<file path="config.mk">
export PLATFORM = sky130hd
export DESIGN_NAME = instr_check_stage
export DESIGN_NICKNAME = d
export VERILOG_FILES = /design/src/rtl/instr_check_pkg.sv /design/src/rtl/instr_check_stage_legal_dec.sv /design/src/rtl/instr_check_stage.sv
export SDC_FILE = /design/constraint.sdc
export NUM_CORES = 1
export LEC_CHECK = 0
export ABC_AREA = 1
export CAP_MARGIN = 40
export CORE_ASPECT_RATIO = 1.5
export CORE_UTILIZATION = 36
export DETAILED_ROUTE_END_ITERATION = 16
export GPL_ROUTABILITY_DRIVEN = 0
export MAX_ROUTING_LAYER = met4
export PLACE_DENSITY = 0.7
export SLEW_MARGIN = 20
export SYNTH_ARGS = -nofsm -noshare
export SYNTH_HDL_FRONTEND = slang
export SYNTH_HIERARCHICAL = 1
export SYNTH_SLANG_ARGS = --single-unit
</file>
<file path="constraint.sdc">
create_clock -name clk -period 2.2 [get_ports clk]
set_input_delay 0.44 -clock clk [delete_from_list [all_inputs] [get_ports clk]]
set_output_delay 0.44 -clock clk [all_outputs]
set_load 0.02 [all_outputs]
</file>
<file path="src/rtl/instr_check_pkg.sv">
// Shared decode constants, exception codes and the branch-class helper for instr_check_stage.
package instr_check_pkg;

    typedef struct packed {
        logic [5:0] op;
        logic [4:0] rs;
        logic [4:0] rt;
        logic [4:0] rd;
        logic [4:0] shamt;
        logic [5:0] funct;
    } instr_fields_t;

    localparam logic [5:0] OP_SPECIAL = 6'h00, OP_REGIMM = 6'h01, OP_J     = 6'h02, OP_JAL   = 6'h03;
    localparam logic [5:0] OP_BEQ     = 6'h04, OP_BNE    = 6'h05, OP_BLEZ  = 6'h06, OP_BGTZ  = 6'h07;
    localparam logic [5:0] OP_ADDI    = 6'h08, OP_ADDIU  = 6'h09, OP_SLTI  = 6'h0A, OP_SLTIU = 6'h0B;
    localparam logic [5:0] OP_ANDI    = 6'h0C, OP_ORI    = 6'h0D, OP_XORI  = 6'h0E, OP_LUI   = 6'h0F;
    localparam logic [5:0] OP_COP0    = 6'h10;
    localparam logic [5:0] OP_LB      = 6'h20, OP_LH     = 6'h21, OP_LW    = 6'h23, OP_LBU   = 6'h24;
    localparam logic [5:0] OP_LHU     = 6'h25, OP_SB     = 6'h28, OP_SH    = 6'h29, OP_SW    = 6'h2B;

    localparam logic [5:0] FN_SLL  = 6'h00, FN_SRL   = 6'h02, FN_SRA  = 6'h03, FN_SLLV  = 6'h04;
    localparam logic [5:0] FN_SRLV = 6'h06, FN_SRAV  = 6'h07, FN_JR   = 6'h08, FN_JALR  = 6'h09;
    localparam logic [5:0] FN_MFHI = 6'h10, FN_MTHI  = 6'h11, FN_MFLO = 6'h12, FN_MTLO  = 6'h13;
    localparam logic [5:0] FN_MULT = 6'h18, FN_MULTU = 6'h19, FN_DIV  = 6'h1A, FN_DIVU  = 6'h1B;
    localparam logic [5:0] FN_ADD  = 6'h20, FN_ADDU  = 6'h21, FN_SUB  = 6'h22, FN_SUBU  = 6'h23;
    localparam logic [5:0] FN_AND  = 6'h24, FN_OR    = 6'h25, FN_XOR  = 6'h26, FN_NOR   = 6'h27;
    localparam logic [5:0] FN_SLT  = 6'h2A, FN_SLTU  = 6'h2B;

    localparam logic [4:0]  RT_BLTZ = 5'h00, RT_BGEZ = 5'h01;
    localparam logic [4:0]  RS_MFC0 = 5'h00, RS_MTC0 = 5'h04;
    localparam logic [31:0] ERET_WORD = 32'h4200_0018;

    localparam logic [4:0] EXC_NONE = 5'h00;
    localparam logic [4:0] EXC_ADEL = 5'h04;
    localparam logic [4:0] EXC_RI   = 5'h0A;

    // Branch class: beq bne blez bgtz bltz bgez j jal jr jalr.
    function automatic logic branch_class(input instr_fields_t f);
        case (f.op)
            OP_BEQ, OP_BNE, OP_BLEZ, OP_BGTZ, OP_J, OP_JAL: branch_class = 1'b1;
            OP_REGIMM:  branch_class = (f.rt == RT_BLTZ) || (f.rt == RT_BGEZ);
            OP_SPECIAL: branch_class = (f.funct == FN_JR) || (f.funct == FN_JALR);
            default:    branch_class = 1'b0;
        endcase
    endfunction

endpackage

</file>
<file path="src/rtl/instr_check_stage_legal_dec.sv">
// Combinational legality / branch-class decoder; COP0 words are legal only with INSTR_CHECK_COP0_EN.
module instr_legal_dec
    import instr_check_pkg::*;
(
    input  logic [31:0] instr_i,
    output logic        legal_o,
    output logic        is_branch_o
);

    instr_fields_t f;
    assign f = instr_fields_t'(instr_i);

    always_comb begin
        // NOTE: default first so every path assigns legal_o and no latch is inferred.
        legal_o = 1'b0;
        case (f.op)
            OP_SPECIAL: begin
                case (f.funct)
                    FN_SLL, FN_SRL, FN_SRA, FN_SLLV, FN_SRLV, FN_SRAV, FN_JR, FN_JALR,
                    FN_MFHI, FN_MTHI, FN_MFLO, FN_MTLO, FN_MULT, FN_MULTU, FN_DIV, FN_DIVU,
                    FN_ADD, FN_ADDU, FN_SUB, FN_SUBU, FN_AND, FN_OR, FN_XOR, FN_NOR,
                    FN_SLT, FN_SLTU: legal_o = 1'b1;
                    default:         legal_o = 1'b0;
                endcase
            end
            OP_REGIMM: legal_o = (f.rt == RT_BLTZ) || (f.rt == RT_BGEZ);
            OP_J, OP_JAL, OP_BEQ, OP_BNE, OP_BLEZ, OP_BGTZ,
            OP_ADDI, OP_ADDIU, OP_SLTI, OP_SLTIU, OP_ANDI, OP_ORI, OP_XORI, OP_LUI,
            OP_LB, OP_LH, OP_LW, OP_LBU, OP_LHU, OP_SB, OP_SH, OP_SW: legal_o = 1'b1;
            OP_COP0: begin
`ifdef INSTR_CHECK_COP0_EN
                legal_o = (f.rs == RS_MFC0) || (f.rs == RS_MTC0) || (instr_i == ERET_WORD);
`else
                legal_o = 1'b0;
`endif
            end
            default: legal_o = 1'b0;
        endcase
    end

    assign is_branch_o = branch_class(f);

endmodule

</file>
<file path="src/rtl/instr_check_stage.sv">
// One-entry fetch-to-decode check stage: AdEL/RI detection, delay-slot tracking, exception count.
// Optional COP0 legality (mfc0/mtc0/eret) via macro INSTR_CHECK_COP0_EN.
module instr_check_stage
    import instr_check_pkg::*;
#(
    parameter logic [31:0] PC_BASE  = 32'h0000_3000,
    parameter logic [31:0] PC_LIMIT = 32'h0000_4FFC,
    parameter int          COUNT_W  = 8
) (
    input  logic               clk,
    input  logic               reset,
    input  logic               in_valid,
    output logic               in_ready,
    input  logic [31:0]        in_instr,
    input  logic [31:0]        in_pc,
    input  logic               flush,
    output logic               out_valid,
    input  logic               out_ready,
    output logic [31:0]        out_instr,
    output logic [31:0]        out_pc,
    output logic [4:0]         out_exccode,
    output logic               out_bd,
    output logic [COUNT_W-1:0] exc_count
);

    logic               out_valid_q, out_valid_d;
    logic [31:0]        out_instr_q, out_instr_d;
    logic [31:0]        out_pc_q, out_pc_d;
    logic [4:0]         out_exccode_q, out_exccode_d;
    logic               out_bd_q, out_bd_d;
    logic               prev_br_q, prev_br_d;
    logic [COUNT_W-1:0] exc_count_q, exc_count_d;

    logic       legal, is_branch, adel, accept;
    logic [4:0] exccode;

    instr_legal_dec u_dec (
        .instr_i     (in_instr),
        .legal_o     (legal),
        .is_branch_o (is_branch)
    );

    assign in_ready = !out_valid_q || out_ready;
    assign accept   = in_valid && in_ready && !flush;
    assign adel     = (in_pc[1:0] != 2'b00) || (in_pc < PC_BASE) || (in_pc > PC_LIMIT);
    assign exccode  = adel ? EXC_ADEL : (!legal ? EXC_RI : EXC_NONE);

    always_comb begin
        out_valid_d   = out_valid_q;
        out_instr_d   = out_instr_q;
        out_pc_d      = out_pc_q;
        out_exccode_d = out_exccode_q;
        out_bd_d      = out_bd_q;
        prev_br_d     = prev_br_q;
        exc_count_d   = exc_count_q;
        if (flush) begin
            out_valid_d = 1'b0;
            prev_br_d   = 1'b0;
        end else if (accept) begin
            out_valid_d   = 1'b1;
            out_instr_d   = (exccode == EXC_NONE) ? in_instr : 32'h0;
            out_pc_d      = in_pc;
            out_exccode_d = exccode;
            out_bd_d      = prev_br_q;
            prev_br_d     = is_branch && (exccode == EXC_NONE);
            if (exccode != EXC_NONE && exc_count_q != {COUNT_W{1'b1}})
                exc_count_d = exc_count_q + 1'b1;
        end else if (out_ready) begin
            out_valid_d = 1'b0;
        end
    end

    // The payload registers are reset too: outputs must read zero while reset is held.
    always_ff @(posedge clk or negedge reset) begin
        if (!reset) begin
            out_valid_q   <= 1'b0;
            out_instr_q   <= 32'h0;
            out_pc_q      <= 32'h0;
            out_exccode_q <= EXC_NONE;
            out_bd_q      <= 1'b0;
            prev_br_q     <= 1'b0;
            exc_count_q   <= '0;
        end else begin
            // NOTE: non-blocking so every register samples the pre-edge values.
            out_valid_q   <= out_valid_d;
            out_instr_q   <= out_instr_d;
            out_pc_q      <= out_pc_d;
            out_exccode_q <= out_exccode_d;
            out_bd_q      <= out_bd_d;
            prev_br_q     <= prev_br_d;
            exc_count_q   <= exc_count_d;
        end
    end

    assign out_valid   = out_valid_q;
    assign out_instr   = out_instr_q;
    assign out_pc      = out_pc_q;
    assign out_exccode = out_exccode_q;
    assign out_bd      = out_bd_q;
    assign exc_count   = exc_count_q;

endmodule

</file>
# Yosys cells after proc, flatten, opt, wreduce, memory -nomap -nowiden
# Memories as Yosys holds them, arrays and structs flattened.
# Index checks and enable logic that the tools add are counted.
# word_totals
mem_count	1
register_bits	80
rom_bits	64
# classes
mux	10
addsub	1
n_bitwise	1
eq_ne	27
n_reduce_logical	22
magnitude_cmp	2
# memory_table
memory	depth	word_bits	read_ports	rd_ports_with_merged_regs	wr	line_no	rtl
(no name shown)	64	1	1	0	0	instr_check_stage_legal_dec.sv:18	case (f.funct)
# ops
op	n
$eq A6 B4 Y1 const B	10
$eq A6 B6 Y1 const B	8
$gt A32 B15 Y1 const B	1
$lt A32 B14 Y1 const B	1
$mux W32	1
$eq A6 B3 Y1 const B	4
$reduce_or A22 Y1	1
$eq A6 B2 Y1 const B	2
$logic_not A5 Y1	2
$add A8 B1 Y8 const B	1
$mux W4	2
$ne A8 B8 Y1 const B	1
$eq A6 B1 Y1 const B	1
$logic_not A6 Y1	1
$pmux W1 S3	2
$reduce_or A6 Y1	1
$eq A5 B1 Y1 const B	1
$logic_or A1 B1 Y1	5
$mux W1	5
$reduce_bool A5 Y1	1
$logic_and A1 B1 Y1	4
$reduce_bool A2 Y1	2
$reduce_and A3 Y1	1
$reduce_bool A3 Y1	1
3 further kinds	4

# Longest topological paths before layout
# Gate-level depths: netlist of the first run.
# logic_depth
ltp_word	9
mapped_depth	13
ltp_nobuf	12

# Modules after synthesis
# Netlist of the first run, hierarchy kept.
# by_module_without_submodules
mod	cells_per_inst	n_inst	area_per_inst_um2
instr_check_stage	377	1	3301.9
instr_legal_dec	39	1	191.4

# Worst setup path after synthesis of the first run
# OpenSTA, ideal clock, no wires.
# synth_path
kind	input -> register
start	input in_instr[30]
end	register out_instr_q[0] (netlist: out_instr[0])
t_arrival_ns	1.527
required_time_ns	2.134
setup_ns	0.066
path_slack_ns	0.608
cell_stages	9
path_buffers	2
cell_sequence	nor2_2 nand2_2 nor3_2 nand2_1 nand2_1 clkbuf_1 clkbuf_1 nand3_1 nand2_1
# synth_between
elab_chain_cells	7
elab_cells_between_ends	30
# synth_lines
item	line_no	rtl
start, declared	instr_check_stage.sv:14	input logic [31:0] in_instr,
$eq A6 B4 Y1, or another cell as far along	instr_check_stage_legal_dec.sv:16	case (f.op)
$reduce_or A22 Y1	instr_check_stage_legal_dec.sv:16	
$pmux W1 S3 (*)	instr_check_stage_legal_dec.sv:16	
named net legal	instr_check_stage.sv:34	logic legal, is_branch, adel, accept;
$mux W4 (*) (2 in series)	instr_check_stage.sv:46	assign exccode = adel ? EXC_ADEL : (!legal ? EXC_RI : EXC_NONE);
$logic_not A5 Y1 (*)	instr_check_stage.sv:61	out_instr_d = (exccode == EXC_NONE) ? in_instr : 32'h0;
$mux W32 (*)	instr_check_stage.sv:61	
end signal, assigned	instr_check_stage.sv:86	out_instr_q <= out_instr_d;
end, declared	instr_check_stage.sv:27	logic [31:0] out_instr_q, out_instr_d;
# Mark *: on every way through the listed nets, which the timed path passes. The rest lies on a longest branch.
# A chain may end at the register's enable or synchronous reset.

# Worst setup path after layout of the first run
# layout_path
start	input out_ready
end	output in_ready
# layout_between
elab_chain_cells	1
# layout_lines
item	line_no	rtl
start, declared	instr_check_stage.sv:18	input logic out_ready,
$logic_or A1 B1 Y1	instr_check_stage.sv:43	assign in_ready = !out_valid_q || out_ready;
end, declared	instr_check_stage.sv:13	output logic in_ready,
# Every way passes these cells.

==> results of run 1 <==
-- layer usage --
metal	vias up	share of wire, %	global-route usage (%)
li1	1596	-	-
met1	1533	38	20.7
met2	114	53	33.6
met3	23	5.0	3.79
met4	0	3.5	11.4
met5	-	0	-
-- path summary, 6_finish.rpt --
kind / depth (start not counted) / slack [ns] / end
max in group asynchronous: 2 / 1.51 / exc_count[0]
min reg2reg: 2 / 0.47 / out_pc[26]
max: 4 / 0.17 / in_ready
min: 1 / 0.10 / out_instr[25]
max reg2reg: 7 / 0.67 / exc_count[6]
min in group clk: 2 / 0.47 / out_pc[26]
-- cell families (layout without fill, tap and decap cells) --
group | Yosys count | count (layout) | share of synthesized area (%)
other | 1 | 2 | 0.107
buffers and inverters | 35 | 188 | 4.94
AOI/OAI and AO/OA | 8 | 8 | 1.43
and+or+nand+nor | 288 | 288 | 36.5
adders and majority gates | 1 | 1 | 0.358
DFF | 77 | 77 | 55.2
xor gates and xnor gates | 6 | 6 | 1.50
-- sequential cells by signal (all words and copies together) (netlist names) --
signal and flops:
out_valid 1, exc_count 8, out_instr 32, prev_br_q 1
out_bd 1, out_pc 32, out_exccode 2
-- power by group --
group	internal, W	leakage (nW)	switching [W]
combinational	0.000406	1.47	0.000435
sequential	0.00153	1.01	0.0000870
clock	0.000969	0.152	0.000547
total	0.00291	2.64	0.00107
-- stage by stage --
| step | utilization, % | hold WS, ns | area, µm² | setup WS (ns) |
|---|---|---|---|---|
| final | 57.7 | 0.102 | 5400 | 0.175 |
| after global routing | 57.7 | 0.150 | 5400 | 0.135 |
| after CTS | 57.7 | 0.136 | 5400 | 0.169 |
| after detailed placement | 54.3 | 0.464 | 5090 | 0.0705 |
| after global placement | 54.3 | 0.461 | 5090 | 0.158 |
| after floorplan | - | 0.144 | 3500 | 0.608 |
-- critical path, delay by kind of cell --
family | cells | cell delay, ns
and+or+nand+nor | 1 | 0.05
buffers and inverters | 3 | 1.09
-- cell type report --
type | count | area, µm² | share of cell area (%)
Sequential cell | 77 | 1930 | 35.7
Timing Repair Buffer | 157 | 1570 | 29.0
Multi-Input combinational cell | 305 | 1400 | 25.9
Clock buffer | 13 | 270 | 5.00
Tap cell | 112 | 140 | 2.59
Inverter | 15 | 56.3 | 1.04
Clock inverter | 3 | 42.5 | 0.788
-- layout by cell type (no fill, tap or decap), types with 3 or more instances in the layout --
cell,instances
sky130_fd_sc_hd__nand2_1,202
sky130_fd_sc_hd__clkdlybuf4s50_1,145
sky130_fd_sc_hd__dfrtp_1,77
sky130_fd_sc_hd__nand3_1,39
sky130_fd_sc_hd__nor2_1,19
sky130_fd_sc_hd__inv_1,14
sky130_fd_sc_hd__nand3_2,11
sky130_fd_sc_hd__buf_4,10
sky130_fd_sc_hd__clkbuf_16,9
sky130_fd_sc_hd__nand2_2,5
sky130_fd_sc_hd__xor2_1,4
sky130_fd_sc_hd__nor3_2,3
sky130_fd_sc_hd__a21oi_1,3
sky130_fd_sc_hd__clkbuf_8,3
==> results.txt, run 1 <==
----------------------------------------------------
[Logic synthesis]
  Cell with the most instances after synthesis ... sky130_fd_sc_hd__nand2_1
  Share of the yosys chip area belonging to registers ... between 50% and 60%
  Count of unique library cells instantiated by Yosys ... 29
  Post-synth design cell area ... 3490 µm²
  Fraction of post-synthesis cell area in the top cell type by area ... 55.2%
  Number of synthesized flops with an enable pin ... 0
  Cell taking the most area after synthesis ... sky130_fd_sc_hd__dfrtp_1
  Mean cell area of the mapped netlist ... 8.40 µm²
  Synth warnings ... 6
  Async SR Flop Fraction ... 100%
  Gate count after technology mapping ... 416
  Dominant cells by area after synthesis ... sky130_fd_sc_hd__dfrtp_1, sky130_fd_sc_hd__nand2_1, sky130_fd_sc_hd__nand3_1
  Most common flop cell mapped by yosys ... sky130_fd_sc_hd__dfrtp_1
  Number of flip-flops and latches in the synthesized netlist ... 77
  Most instantiated cells after synthesis ... sky130_fd_sc_hd__nand2_1, sky130_fd_sc_hd__dfrtp_1, sky130_fd_sc_hd__nand3_1

[Placement]
  Inst Count DP ... approximately 670
  Number of buffers added on ports ... about 150
  Dpl hpwl ... 7000 µm

[Min path]
  Path category of the worst min-delay check ... in -> async

[Worst setup path]
  Worst r2r src ... exc_count[0]
  Arrival time worst endpoint ... 1.59 ns
  Critical path peak fanout ... 2
  Path type of the worst setup path ... in -> out
  Category of the worst setup path capture point ... output port
  Critical-path cell with the highest stage delay ... sky130_fd_sc_hd__clkdlybuf4s50_1
  Required @ worst endpoint ... 1.76 ns
  Crit path cell chain ... clkdlybuf4s50_1 -> inv_1 -> nand2_2 -> clkdlybuf4s50_1
  Launch point of the critical path ... out_ready
  Slowest Stage Delay on Critical Path ... 0.60 ns
  Crit-path most repeated cell ... sky130_fd_sc_hd__clkdlybuf4s50_1
  Category of the worst setup path launch point ... input pin

[Final layout]
  Number of inserted filler cells in the final layout ... 852
  Share of post-route cells with drive strength above 1 ... between 8 and 9%
  Total number of nets in the final design ... roughly 640
  Layout overhead on the synthesized area ... 54.6%
  N_diodes ... 0
  Finished Layout Cells ... 682

[Clocking]
  Clock slew seen by the registers of the worst setup and hold paths ... 0.05 ns
  Hold buffer count at CTS ... 0
  Clock tree buffer depth ... 2
  Clock tree sinks ... 77
  CTS Root Cell ... sky130_fd_sc_hd__clkbuf_16
  Depth of the CTS H-tree ... 3
  Number of buffers inserted to repair setup after CTS ... 0
  Resize count post-CTS ... 0
  Clock Latency Late Sink ... 0.33 ns
  Total clock buffers created by CTS ... 9
  TritonCTS clock tree ... yes

[Detailed routing]
  Vias per Instance ... 4.79
  Initial DRC count ... 127
  Routed via count ... 3266
  Wire length after detailed routing ... 9410 µm
  TritonRoute pass-1 iters ... 6
  Routed wire length per instance ... 13.8 µm
  Number of remaining DRC errors ... 0
  DRT antenna net count ... 0

[Power]
  Total Power Consumption ... slightly below 0.004 W
  VDD IR-drop max ... 0.531 mV
  Power density cells ... ~740 nW/µm²
  Cell leakage power ... 2.64 nW

[Floorplanning]
  Chip Width ... 82.4 µm
  Die Span Y ... 123 µm
  Top Ports ... 149
  Initial standard-cell utilization of the core ... a little under two fifths
  Number of cell rows ... 43
  Floorplan Core Area ... roughly 9400 µm²
  Die area ... 10100 µm²

[GRT]
  GRT overflow ... 0
  GRT Resource Usage Total ... between 10% and 20%
  Global-route wire length before repair ... 14200 µm
  Initial antenna violation count ... 0
  Maximum number of pins on one net before global-route repair ... 45
  Number of global-route vias before repair ... 2967

[Timing]
  Final Setup Violations ... 0
  Setup repair after global routing missed its margin ... false
  Timing-limited maximum frequency ... between 0.4 and 0.5 GHz
  Worst clock skew on the final layout ... 0.00717 ns
  Post-Route Setup TNS ... 0 ns
  Final critical path time including I/O delays and setup ... about 2 ns
  Worst Max-Slew Pin Slew ... 0.597 ns
  Final number of max-transition violations ... 0
  Post-route fraction of the period consumed by the critical path ... 92.1%
  Relative slew slack ... 60.2%
  Hold violation total from the final report ... 0

[Outcome]
  Run status ... completed

[Job]
  Max-Cap Viols ... 0

----------------------------------------------------
Power figures use the tool's default switching activity.
==> inputs of run 2 (changes only) <==
CORE_UTILIZATION = 46   (was 36)
PLACE_DENSITY = 0.86   (was 0.7)
==> results.txt, run 2 (synthesis results as in run 1) <==
----------------------------------------------------
[Outcome]
  Run status ... completed

[Worst setup path]
  Arrival time worst endpoint ... between 1.5 and 2 ns
  Category of the worst setup path capture point ... output port
  Launch point of the critical path ... out_ready
  Critical path peak fanout ... 2
  Buffering stage count on the worst path with inverters included ... 3
  Category of the worst setup path launch point ... input pin
  Required @ worst endpoint ... ~1.8 ns
  Crit path cell chain ... clkdlybuf4s50_1 -> inv_1 -> nand2_2 -> clkdlybuf4s50_1
  Cell type group with the largest total delay on the critical path ... buffers and inverters
  Slowest Stage Delay on Critical Path ... around 0.6 ns
  Critical-path cell with the highest stage delay ... sky130_fd_sc_hd__clkdlybuf4s50_1
  Path type of the worst setup path ... in -> out
  Crit-path most repeated cell ... sky130_fd_sc_hd__clkdlybuf4s50_1
  Worst r2r src ... exc_count[0]

[Timing]
  Final-layout worst hold slack ... 0.479 ns
  Final Setup Violations ... 0
  Setup repair after global routing missed its margin ... false
  Final critical path time including I/O delays and setup ... 2.02 ns
  Final number of max-transition violations ... 0
  Post-route fraction of the period consumed by the critical path ... 91.6%
  Hold violation total from the final report ... 0
  Worst clock skew on the final layout ... 0.00424 ns
  Timing-limited maximum frequency ... about 0.50 GHz
  Post-Route Setup TNS ... 0 ns

[Power]
  Register share of total power ... a little under half
  Power density cells ... 649 nW/µm²
  Reported net switching power ... around 0.0010 W
  VDD IR-drop max ... around 0.52 mV
  Cell leakage power ... 2.59 nW
  Cell-internal power ... 0.00242 W
  Switching part of the total power ... between 20 and 30%
  Power share of the clock group ... 27.6%
  Combinational share of power ... between 20% and 30%

[GRT]
  GRT Resource Usage Total ... 26.5%
  Maximum number of pins on one net before global-route repair ... 40
  Initial antenna violation count ... 0
  Number of global-route vias before repair ... 3307
  GRT overflow ... 0
  Global-route wire length before repair ... 15300 µm

[Clocking]
  Clock tree sinks ... slightly below 80
  Clock tree buffer depth ... 2
  Total clock buffers created by CTS ... 9
  Clock Latency Late Sink ... 0.34 ns
  Resize count post-CTS ... 0
  Depth of the CTS H-tree ... 3
  CTS Root Cell ... sky130_fd_sc_hd__clkbuf_8
  TritonCTS clock tree ... yes
  Clock slew seen by the registers of the worst setup and hold paths ... 0.07 ns

[Detailed routing]
  Wire length after detailed routing ... between 9000 and 10000 µm
  TritonRoute pass-1 iters ... 4
  DRT antenna net count ... 0
  Routed via count ... 3325
  Number of remaining DRC errors ... 0
  Vias per Instance ... 4.94
  Initial DRC count ... 209
  Routed wire length per instance ... 14.2 µm

[Floorplanning]
  Floorplan Core Area ... slightly above 7000 µm²
  Die Span Y ... 109 µm
  Initial standard-cell utilization of the core ... about half
  Top Ports ... 149
  Die area ... 7950 µm²
  Chip Width ... 73.2 µm
  Number of cell rows ... 38

[Placement]
  Dpl hpwl ... roughly 7200 µm
  Number of buffers added on ports ... ~150
  Inst Count DP ... 656
  Post-Place Cell Area ... 5090 µm²

[Final layout]
  Post-route cell area ... around 5300 µm²
  Util after Layout ... approximately 72%
  Total number of nets in the final design ... 638
  Most common cell after layout, fill and taps aside ... sky130_fd_sc_hd__nand2_1
  N_diodes ... 0
  Number of inserted filler cells in the final layout ... 566
  Share of post-route cells with drive strength above 1 ... 8.73%
  Layout overhead on the synthesized area ... 50.8%
  Most frequent cells in the layout ... sky130_fd_sc_hd__nand2_1, sky130_fd_sc_hd__clkdlybuf4s50_1, sky130_fd_sc_hd__dfrtp_1
  Finished Layout Cells ... ~670

[Job]
  Max-Cap Viols ... 0

[Min path]
  Hold wc startpoint ... out_instr[22]
  Path category of the worst min-delay check ... reg -> reg

----------------------------------------------------
run 2: cell types whose count changed in the layout (fill, tap and decap cells not counted):
cell                            change
sky130_fd_sc_hd__clkbuf_16          -9
sky130_fd_sc_hd__clkbuf_8           +8
sky130_fd_sc_hd__clkbuf_1           +3
sky130_fd_sc_hd__buf_4              +2
sky130_fd_sc_hd__bufinv_16          -1
sky130_fd_sc_hd__clkinvlp_4         -1
sky130_fd_sc_hd__dlygate4sd3_1      +1
run 2: through the flow:
step                      power (W)  setup WS [ns]
after floorplan             0.00201          0.608
after global placement      0.00248          0.140
after detailed placement    0.00250         0.0831
after CTS                   0.00345          0.179
after global routing        0.00360          0.134
final                       0.00342          0.184
run 2: repair_timing:
action / 4_1_cts / 5_1_grt
hold buffers: 1 / 0
endpoints found under the hold margin: 21 / 0
buffers inserted: 0 / 0
run 2: worst min-delay path: cells and delay by family, from the launching register on:
kind / cells / cell delay, ns
AND/OR/NAND/NOR: 2 / 0.10
flip-flops: 1 / 0.34
run 2: path summary, 6_finish.rpt:
| kind | cells after the start | to | slack, ns |
|---|---|---|---|
| worst min register to register | 2 | out_instr[22] | 0.48 |
| worst min-delay path | 2 | out_instr[22] | 0.48 |
| min in group asynchronous | 2 | out_instr[21] | 0.55 |
| worst max-delay path | 4 | in_ready | 0.18 |
| max in group asynchronous | 3 | out_instr[4] | 1.11 |
| worst max register to register | 7 | exc_count[7] | 0.67 |
run 2: cell type report:
class                           instances  area, µm²  share of cell area [%]
Sequential cell                        77       1930                    36.6
Multi-Input combinational cell        305       1400                    26.5
Tap cell                              100        125                    2.37
Inverter                               15       56.3                    1.07
Clock buffer                           15        166                    3.16
Clock inverter                          1       5.00                  0.0950
Timing Repair Buffer                  160       1590                    30.2
run 2: power groups by stage:
stage          clock [W]  combinational (W)  sequential [W]
6_report        0.000944           0.000851         0.00162
5_1_grt          0.00104           0.000925         0.00164
4_1_cts         0.000966           0.000859         0.00162
3_5_place_dp           0           0.000856         0.00165
3_3_place_gp           0           0.000835         0.00164
2_1_floorplan          0           0.000222         0.00179
run 2: per-layer routing:
metal,track usage [%],vias up,wire length (µm)
met1,28.6,1551,3590
met5,-,-,0
li1,-,1605,-
met3,3.88,31,461
met4,17.8,0,456
met2,44.5,138,5040
